--- src/rtl/glitch_sequencer.sv ---
// Glitch-timing sequencer: waits for a target trigger edge, delays, then emits a pulse burst on
// fault_out, stepping the delay between attempts to sweep it unattended.
module glitch_sequencer #(
    parameter int unsigned CNT_W = 32
) (
    input  logic             sysclk,
    input  logic             rst,
    input  logic             start,
    input  logic             abort,
    input  logic             trigger_in,
    input  logic [CNT_W-1:0] cfg_delay,
    input  logic [CNT_W-1:0] cfg_step,
    input  logic [CNT_W-1:0] cfg_width,
    input  logic [CNT_W-1:0] cfg_gap,
    input  logic [7:0]       cfg_pulses,
    input  logic [15:0]      cfg_attempts,
    input  logic [CNT_W-1:0] cfg_holdoff,
    input  logic [CNT_W-1:0] cfg_timeout,
    output logic             fault_out,
    output logic             busy,
    output logic             armed,
    output logic             attempt_done,
    output logic             missed,
    output logic [15:0]      attempt_idx,
    output logic [CNT_W-1:0] cur_delay,
    output logic             sweep_done
);

    typedef enum logic [2:0] {
        StIdle,
        StArm,
        StDelay,
        StPulse,
        StGap,
        StHoldoff
    } state_e;

    localparam logic [CNT_W-1:0] CntOne = {{(CNT_W-1){1'b0}}, 1'b1};

    state_e           state_q, state_d;
    logic             sync1_q, sync2_q, trig_prev_q;
    logic [CNT_W-1:0] cnt_q, cnt_d;
    logic [7:0]       pulses_left_q, pulses_left_d;
    logic [CNT_W-1:0] step_q, step_d;
    logic [CNT_W-1:0] width_m1_q, width_m1_d;
    logic [CNT_W-1:0] gap_m1_q, gap_m1_d;
    logic [7:0]       pulses_m1_q, pulses_m1_d;
    logic [15:0]      attempts_m1_q, attempts_m1_d;
    logic [CNT_W-1:0] holdoff_q, holdoff_d;
    logic [CNT_W-1:0] timeout_q, timeout_d;
    logic             fault_q, fault_d;
    logic             attempt_done_q, attempt_done_d;
    logic             missed_q, missed_d;
    logic             sweep_done_q, sweep_done_d;
    logic [15:0]      attempt_idx_q, attempt_idx_d;
    logic [CNT_W-1:0] cur_delay_q, cur_delay_d;
    logic             trig_rise;

    assign trig_rise = sync2_q & ~trig_prev_q;

    always_comb begin
        state_d        = state_q;
        cnt_d          = cnt_q;
        pulses_left_d  = pulses_left_q;
        step_d         = step_q;
        width_m1_d     = width_m1_q;
        gap_m1_d       = gap_m1_q;
        pulses_m1_d    = pulses_m1_q;
        attempts_m1_d  = attempts_m1_q;
        holdoff_d      = holdoff_q;
        timeout_d      = timeout_q;
        attempt_done_d = 1'b0;
        missed_d       = missed_q;
        sweep_done_d   = 1'b0;
        attempt_idx_d  = attempt_idx_q;
        cur_delay_d    = cur_delay_q;

        if (abort) begin
            state_d = StIdle;
        end else begin
            unique case (state_q)
                StIdle: begin
                    if (start) begin
                        // Lengths are stored minus one so zero-means-one falls out naturally.
                        step_d        = cfg_step;
                        width_m1_d    = (cfg_width == '0) ? '0 : cfg_width - CntOne;
                        gap_m1_d      = (cfg_gap == '0) ? '0 : cfg_gap - CntOne;
                        pulses_m1_d   = (cfg_pulses == 8'd0) ? 8'd0 : cfg_pulses - 8'd1;
                        attempts_m1_d = (cfg_attempts == 16'd0) ? 16'd0 : cfg_attempts - 16'd1;
                        holdoff_d     = cfg_holdoff;
                        timeout_d     = cfg_timeout;
                        cur_delay_d   = cfg_delay;
                        attempt_idx_d = 16'd0;
                        cnt_d         = cfg_timeout - CntOne;
                        state_d       = StArm;
                    end
                end
                StArm: begin
                    if (trig_rise) begin
                        pulses_left_d = pulses_m1_q;
                        if (cur_delay_q == '0) begin
                            state_d = StPulse;
                            cnt_d   = width_m1_q;
                        end else begin
                            state_d = StDelay;
                            cnt_d   = cur_delay_q - CntOne;
                        end
                    end else if (timeout_q != '0 && cnt_q == '0) begin
                        state_d        = StHoldoff;
                        cnt_d          = holdoff_q;
                        attempt_done_d = 1'b1;
                        missed_d       = 1'b1;
                    end else begin
                        cnt_d = cnt_q - CntOne;
                    end
                end
                StDelay: begin
                    if (cnt_q == '0) begin
                        state_d = StPulse;
                        cnt_d   = width_m1_q;
                    end else begin
                        cnt_d = cnt_q - CntOne;
                    end
                end
                StPulse: begin
                    if (cnt_q != '0) begin
                        cnt_d = cnt_q - CntOne;
                    end else if (pulses_left_q == 8'd0) begin
                        state_d        = StHoldoff;
                        cnt_d          = holdoff_q;
                        attempt_done_d = 1'b1;
                        missed_d       = 1'b0;
                    end else begin
                        pulses_left_d = pulses_left_q - 8'd1;
                        state_d       = StGap;
                        cnt_d         = gap_m1_q;
                    end
                end
                StGap: begin
                    if (cnt_q == '0) begin
                        state_d = StPulse;
                        cnt_d   = width_m1_q;
                    end else begin
                        cnt_d = cnt_q - CntOne;
                    end
                end
                StHoldoff: begin
                    if (cnt_q != '0) begin
                        cnt_d = cnt_q - CntOne;
                    end else if (attempt_idx_q == attempts_m1_q) begin
                        state_d      = StIdle;
                        sweep_done_d = 1'b1;
                    end else begin
                        attempt_idx_d = attempt_idx_q + 16'd1;
                        cur_delay_d   = cur_delay_q + step_q;
                        cnt_d         = timeout_q - CntOne;
                        state_d       = StArm;
                    end
                end
                default: state_d = StIdle;
            endcase
        end

        fault_d = (state_d == StPulse);
    end

    always_ff @(posedge sysclk or posedge rst) begin
        if (rst) begin
            state_q        <= StIdle;
            sync1_q        <= 1'b0;
            sync2_q        <= 1'b0;
            trig_prev_q    <= 1'b0;
            cnt_q          <= '0;
            pulses_left_q  <= 8'd0;
            step_q         <= '0;
            width_m1_q     <= '0;
            gap_m1_q       <= '0;
            pulses_m1_q    <= 8'd0;
            attempts_m1_q  <= 16'd0;
            holdoff_q      <= '0;
            timeout_q      <= '0;
            fault_q        <= 1'b0;
            attempt_done_q <= 1'b0;
            missed_q       <= 1'b0;
            sweep_done_q   <= 1'b0;
            attempt_idx_q  <= 16'd0;
            cur_delay_q    <= '0;
        end else begin
            state_q        <= state_d;
            sync1_q        <= trigger_in;
            sync2_q        <= sync1_q;
            trig_prev_q    <= sync2_q;
            cnt_q          <= cnt_d;
            pulses_left_q  <= pulses_left_d;
            step_q         <= step_d;
            width_m1_q     <= width_m1_d;
            gap_m1_q       <= gap_m1_d;
            pulses_m1_q    <= pulses_m1_d;
            attempts_m1_q  <= attempts_m1_d;
            holdoff_q      <= holdoff_d;
            timeout_q      <= timeout_d;
            fault_q        <= fault_d;
            attempt_done_q <= attempt_done_d;
            missed_q       <= missed_d;
            sweep_done_q   <= sweep_done_d;
            attempt_idx_q  <= attempt_idx_d;
            cur_delay_q    <= cur_delay_d;
        end
    end

    assign fault_out    = fault_q;
    assign busy         = (state_q != StIdle);
    assign armed        = (state_q == StArm);
    assign attempt_done = attempt_done_q;
    assign missed       = missed_q;
    assign attempt_idx  = attempt_idx_q;
    assign cur_delay    = cur_delay_q;
    assign sweep_done   = sweep_done_q;

endmodule
--- config.mk ---
export PLATFORM = sky130hd
export DESIGN_NAME = glitch_sequencer
export DESIGN_NICKNAME = d
export VERILOG_FILES = /design/src/rtl/glitch_sequencer.sv
export SDC_FILE = /design/constraint.sdc
export NUM_CORES = 1
export LEC_CHECK = 0
export BUFFER_PORTS_ARGS = -buffer_cell sky130_fd_sc_hd__buf_2
export CAP_MARGIN = 25
export CORE_ASPECT_RATIO = 0.8
export CORE_MARGIN = 2
export CORE_UTILIZATION = 40
export DETAILED_ROUTE_END_ITERATION = 10
export SLEW_MARGIN = 20
export SYNTH_ARGS = -nofsm -noshare
export SYNTH_HDL_FRONTEND = slang
export SYNTH_SLANG_ARGS = --single-unit
--- constraint.sdc ---
create_clock -name sysclk -period 10.5 [get_ports sysclk]
set_input_delay 0.525 -clock sysclk [delete_from_list [all_inputs] [get_ports sysclk]]
set_output_delay 0.525 -clock sysclk [all_outputs]
set_load 0.01 [all_outputs]
==> summary.md <==
| Metric | Value |
|---|---|
| Status | `finished, final reports clean` |
| Routed vias/inst | `5.79` |
| Pin count of the biggest net entering global routing | `99` |
| Area contributors post-synth | `dfrtp_1 (38%), nand2_1 (10%), xnor2_1 (6.5%)` |
| Multi-input gate area | `approximately 0.011 sq mm` |
| Cell count after synthesis | `approximately 2,400` |
| FF-to-FF path depth | `9` |
| Finished Core Util | `47.6%` |
| Req. time, crit path | `roughly 11 ns` |
| Drt total wl | `71,700 microns` |
| TritonCTS Buffers | `34` |
| Final Power | `~0.004 W` |
| Measured slew at the worst slew-check pin | `1.01 ns` |
| Xor-xnor portion of the synthesized cell area | `9.72%` |
| Synth Area in Adders | `under 10%` |
| Most used DFF post-synth | `dfrtp_1` |
| Count of final max-slew check failures | `0` |
| RR Endpoint | `cur_delay[30]` |
| Wl on met1 | `31,900 microns` |
| R2r setup slk | `6.47 ns` |
| Worst Setup EP | `cur_delay[30]` |
| Post-DRT Antenna Nets | `0` |
| Crit-path max FO | `98` |
| Drt initial violations | `1,669` |
| Met2 wire length | `31,300 microns` |
| Filler instances | `4,575` |
| Hold Crit Class | `primary input to asynchronous set/reset pin` |
| Yosys top cell area share | `37.6%` |
| CORE AREA | `0.0460 sq mm` |
| Num Clock Sinks | `roughly 280` |
| Iteration count of the initial detailed-routing pass | `6` |
| CP Launch Point | `state_q[0]` |
| Layout area overhead | `16.9%` |
| Sequential Area | `0.00706 sq mm` |
| Worst vdd ir | `~0.13 mV` |
| Dpl cell area | `0.0207 sq mm` |
| Routed vias | `18,687` |
| Compound-Gate Fraction of Synth Area | `18.2%` |
| Final Skew | `~0.017 ns` |
| Worst rel slew slack | `32.9%` |
| Combinational family with the most area after synthesis | `simple AND/OR/NAND/NOR gates` |
| First-pass GRT wire length | `roughly 110,000 microns` |
| Post-CTS Setup Bufs | `0` |
| Critical path class | `register to register` |
| DR WL met3 | `6360 microns` |
| Mux cell area share after synthesis | `2.22%` |
| Total gr overflow | `0` |
| Placed wire-length estimate | `roughly 54,000 microns` |
| Yosys cell types | `80` |
| #FFs+latches synth | `282` |
| CP Launch Type | `register` |
| Setup-failing EPs final | `0` |
| # DRC | `0` |
| Die W | `approximately 250 microns` |
| Crit end category | `register` |
| Count of final hold-check violations | `0` |
| P per Cell Area | `180 mW/mm^2` |
| Worst reg2reg startpoint | `state_q[0]` |
| CTS clock-pin slew for the worst setup and hold paths | `approximately 0.06 ns` |
| Initial core utilization | `40.8%` |
| H-tree depth | `2` |
| Tot GR Track Use | `29.0%` |
| FMAX | `roughly 0.25 GHz` |
| Die Area | `0.0486 sq mm` |
| Ys Warns | `0` |
| # port buffers | `274` |
| WL/cell | `22.2 microns` |
| Max Cap Viol | `0` |
| Final #Nets | `about 2,900` |
| Post-cts resize count | `0` |
| Ratio of cells with drive above 1 in the final layout | `between 10% and 20%` |
| Setup ws final | `6.47 ns` |
| RSZ-0062 raised after global routing | `no` |
| Place WS | `about 6.4 ns` |
| Row count | `70` |
| Post-layout minimum cycle time | `4.03 ns` |
| I/O pin total | `275` |
| Hold-fix buffers at CTS | `0` |
| Vias in the first global route | `17,976` |
| Post-synth EDFFs | `0` |
| Top sig layer | `met5` |
| Clk_lat worst skew | `0.54 ns` |
| Mapped Nets | `2,630` |
| CP Data Arrival Time | `4.51 ns` |
| Post-Synth Simple-Gate Area | `26.1%` |
| CTS tree | `done` |
| Die height | `198 microns` |
| Clk buf depth | `3` |
| Clk root buf | `clkbuf_16` |
| Setup TNS after final layout | `0 ns` |
| Syn_area_per_cell | `roughly 7.9 sq um` |
| Sequential share of the synthesized area | `approximately 38%` |
| Initial antenna violation count | `7` |
| Ys async rst share | `100%` |
| Synthesized area | `0.0187 sq mm` |
| Yosys top cell by area | `dfrtp_1` |
| Routability cong. | `0.993` |
| Lkg Pwr | `about 9.6 nW` |
| Post-route design area | `0.0219 sq mm` |
| Period utilization | `38.3%` |
[how the worst min path moves through the flow]
stage | endpoint | slack, ns | cells past startpoint
2_1_floorplan | sync2_q | 0.33 | 0
3_3_place_gp | sync2_q | 0.34 | 0
3_5_place_dp | sync2_q | 0.34 | 0
4_1_cts | attempts_m1_q[6] | 0.1 | 2
5_1_grt | sync1_q | 0.10 | 1
6_report | attempts_m1_q[3] | 0.05 | 2
[area by class of cell]
class                   instances  share of cell area [%]
clock inverters                18                    1.02
clock buffers                  43                    4.27
well taps                     612                    3.50
multi-input cells            1927                    50.9
diodes                          2                  0.0228
flip-flops and latches        282                    32.2
inverters                      42                   0.754
repair buffers                304                    7.38
[Yosys cell counts (all sizes together) (8+ instances only)]
cell type,count
ha,42
a21o,13
dfrtp,282
mux2i,36
o31ai,17
a22oi,8
o22ai,17
o21a,8
a211oi,21
inv,42
nor2,208
nand2,518
or4,35
o21ai,218
nand2b,19
buf,9
xnor2,140
a21oi,138
and2,14
nand4,14
nand3b,10
nor3,83
nand3,34
clkbuf,106
a31oi,26
nor4,46
o211ai,20
xor2,68
or3,40
a2111oi,8
nor2b,19
[through the flow]
step,cells,hold WS (ns)
detailed placement,3165,0.339
global route,3228,0.102
floorplan,2366,0.331
CTS,3226,0.0971
finish,3230,0.0515
global placement,3165,0.341
[critical path, cell delays in order, from the launching register on]
cell	delay, ns
dfrtp_1	0.89
nor3_1	0.18
nand2_1	0.26
or2_4	0.16
buf_4	0.74
buf_4	0.90
nand2_1	0.22
o21ai_0	0.24
a211o_1	0.14
o211a_1	0.15
[flip-flops by register name, summed over array words and instances (netlist names), 3 cells and up]
signal         cells
attempt_idx       16
attempts_m1_q     16
cnt_q             32
cur_delay         32
gap_m1_q          32
holdoff_q         32
pulses_left_q      8
pulses_m1_q        8
state_q            3
step_q            32
timeout_q         32
width_m1_q        32
[cell usage in the layout (no fill, tap or decap), types with 8 or more instances in the layout]
master	Yosys	routed
nand2_1	518	516
dfrtp_1	282	282
buf_2	5	274
nor2_1	208	207
o21ai_0	200	199
xnor2_1	140	140
a21oi_1	137	137
nor3_1	82	82
xor2_1	68	68
nor4_1	43	42
ha_1	42	42
inv_1	42	41
or3_1	39	39
mux2i_1	36	36
clkbuf_16	0	35
or4_1	34	34
nand3_1	34	34
buf_4	0	29
a31oi_1	26	26
a211oi_1	21	21
o211ai_1	20	20
nand2b_1	19	19
nor2b_1	19	19
o21ai_1	18	19
o22ai_1	17	17
nand4_1	14	14
o31ai_1	15	14
and2_1	14	14
a21o_1	13	13
nand3b_1	10	10
a2111oi_0	8	8
o21a_1	8	8
a22oi_1	8	8
clkinv_2	0	8
[cell families (layout without fill, tap and decap cells)]
family,after synthesis,count (layout)
AO/OA/AOI/OAI,562,562
XOR/XNOR,208,208
adder cells (fa/ha/maj),43,43
buffers and inverters,157,407
flip-flops,282,282
multiplexers,41,41
other,0,2
AND/OR/NAND/NOR,1073,1073
[per-layer routing]
metal | up-vias | track usage [%]
met1 | 9040 | 40.5
met4 | 10 | 8.15
li1 | 8789 | -
met3 | 124 | 7.74
met5 | - | 0
met2 | 724 | 44.2
[power breakdown]
part / total [W] / leakage (nW) / switching [W] / internal [W]
Combinational: 0.00110 / 5.52 / 0.000656 / 0.000445
Clock: 0.00126 / 0.574 / 0.000517 / 0.000739
Sequential: 0.00159 / 3.51 / 0.000295 / 0.00130
Total: 0.00395 / 9.60 / 0.00147 / 0.00248
(Power assumes the default switching activity.)
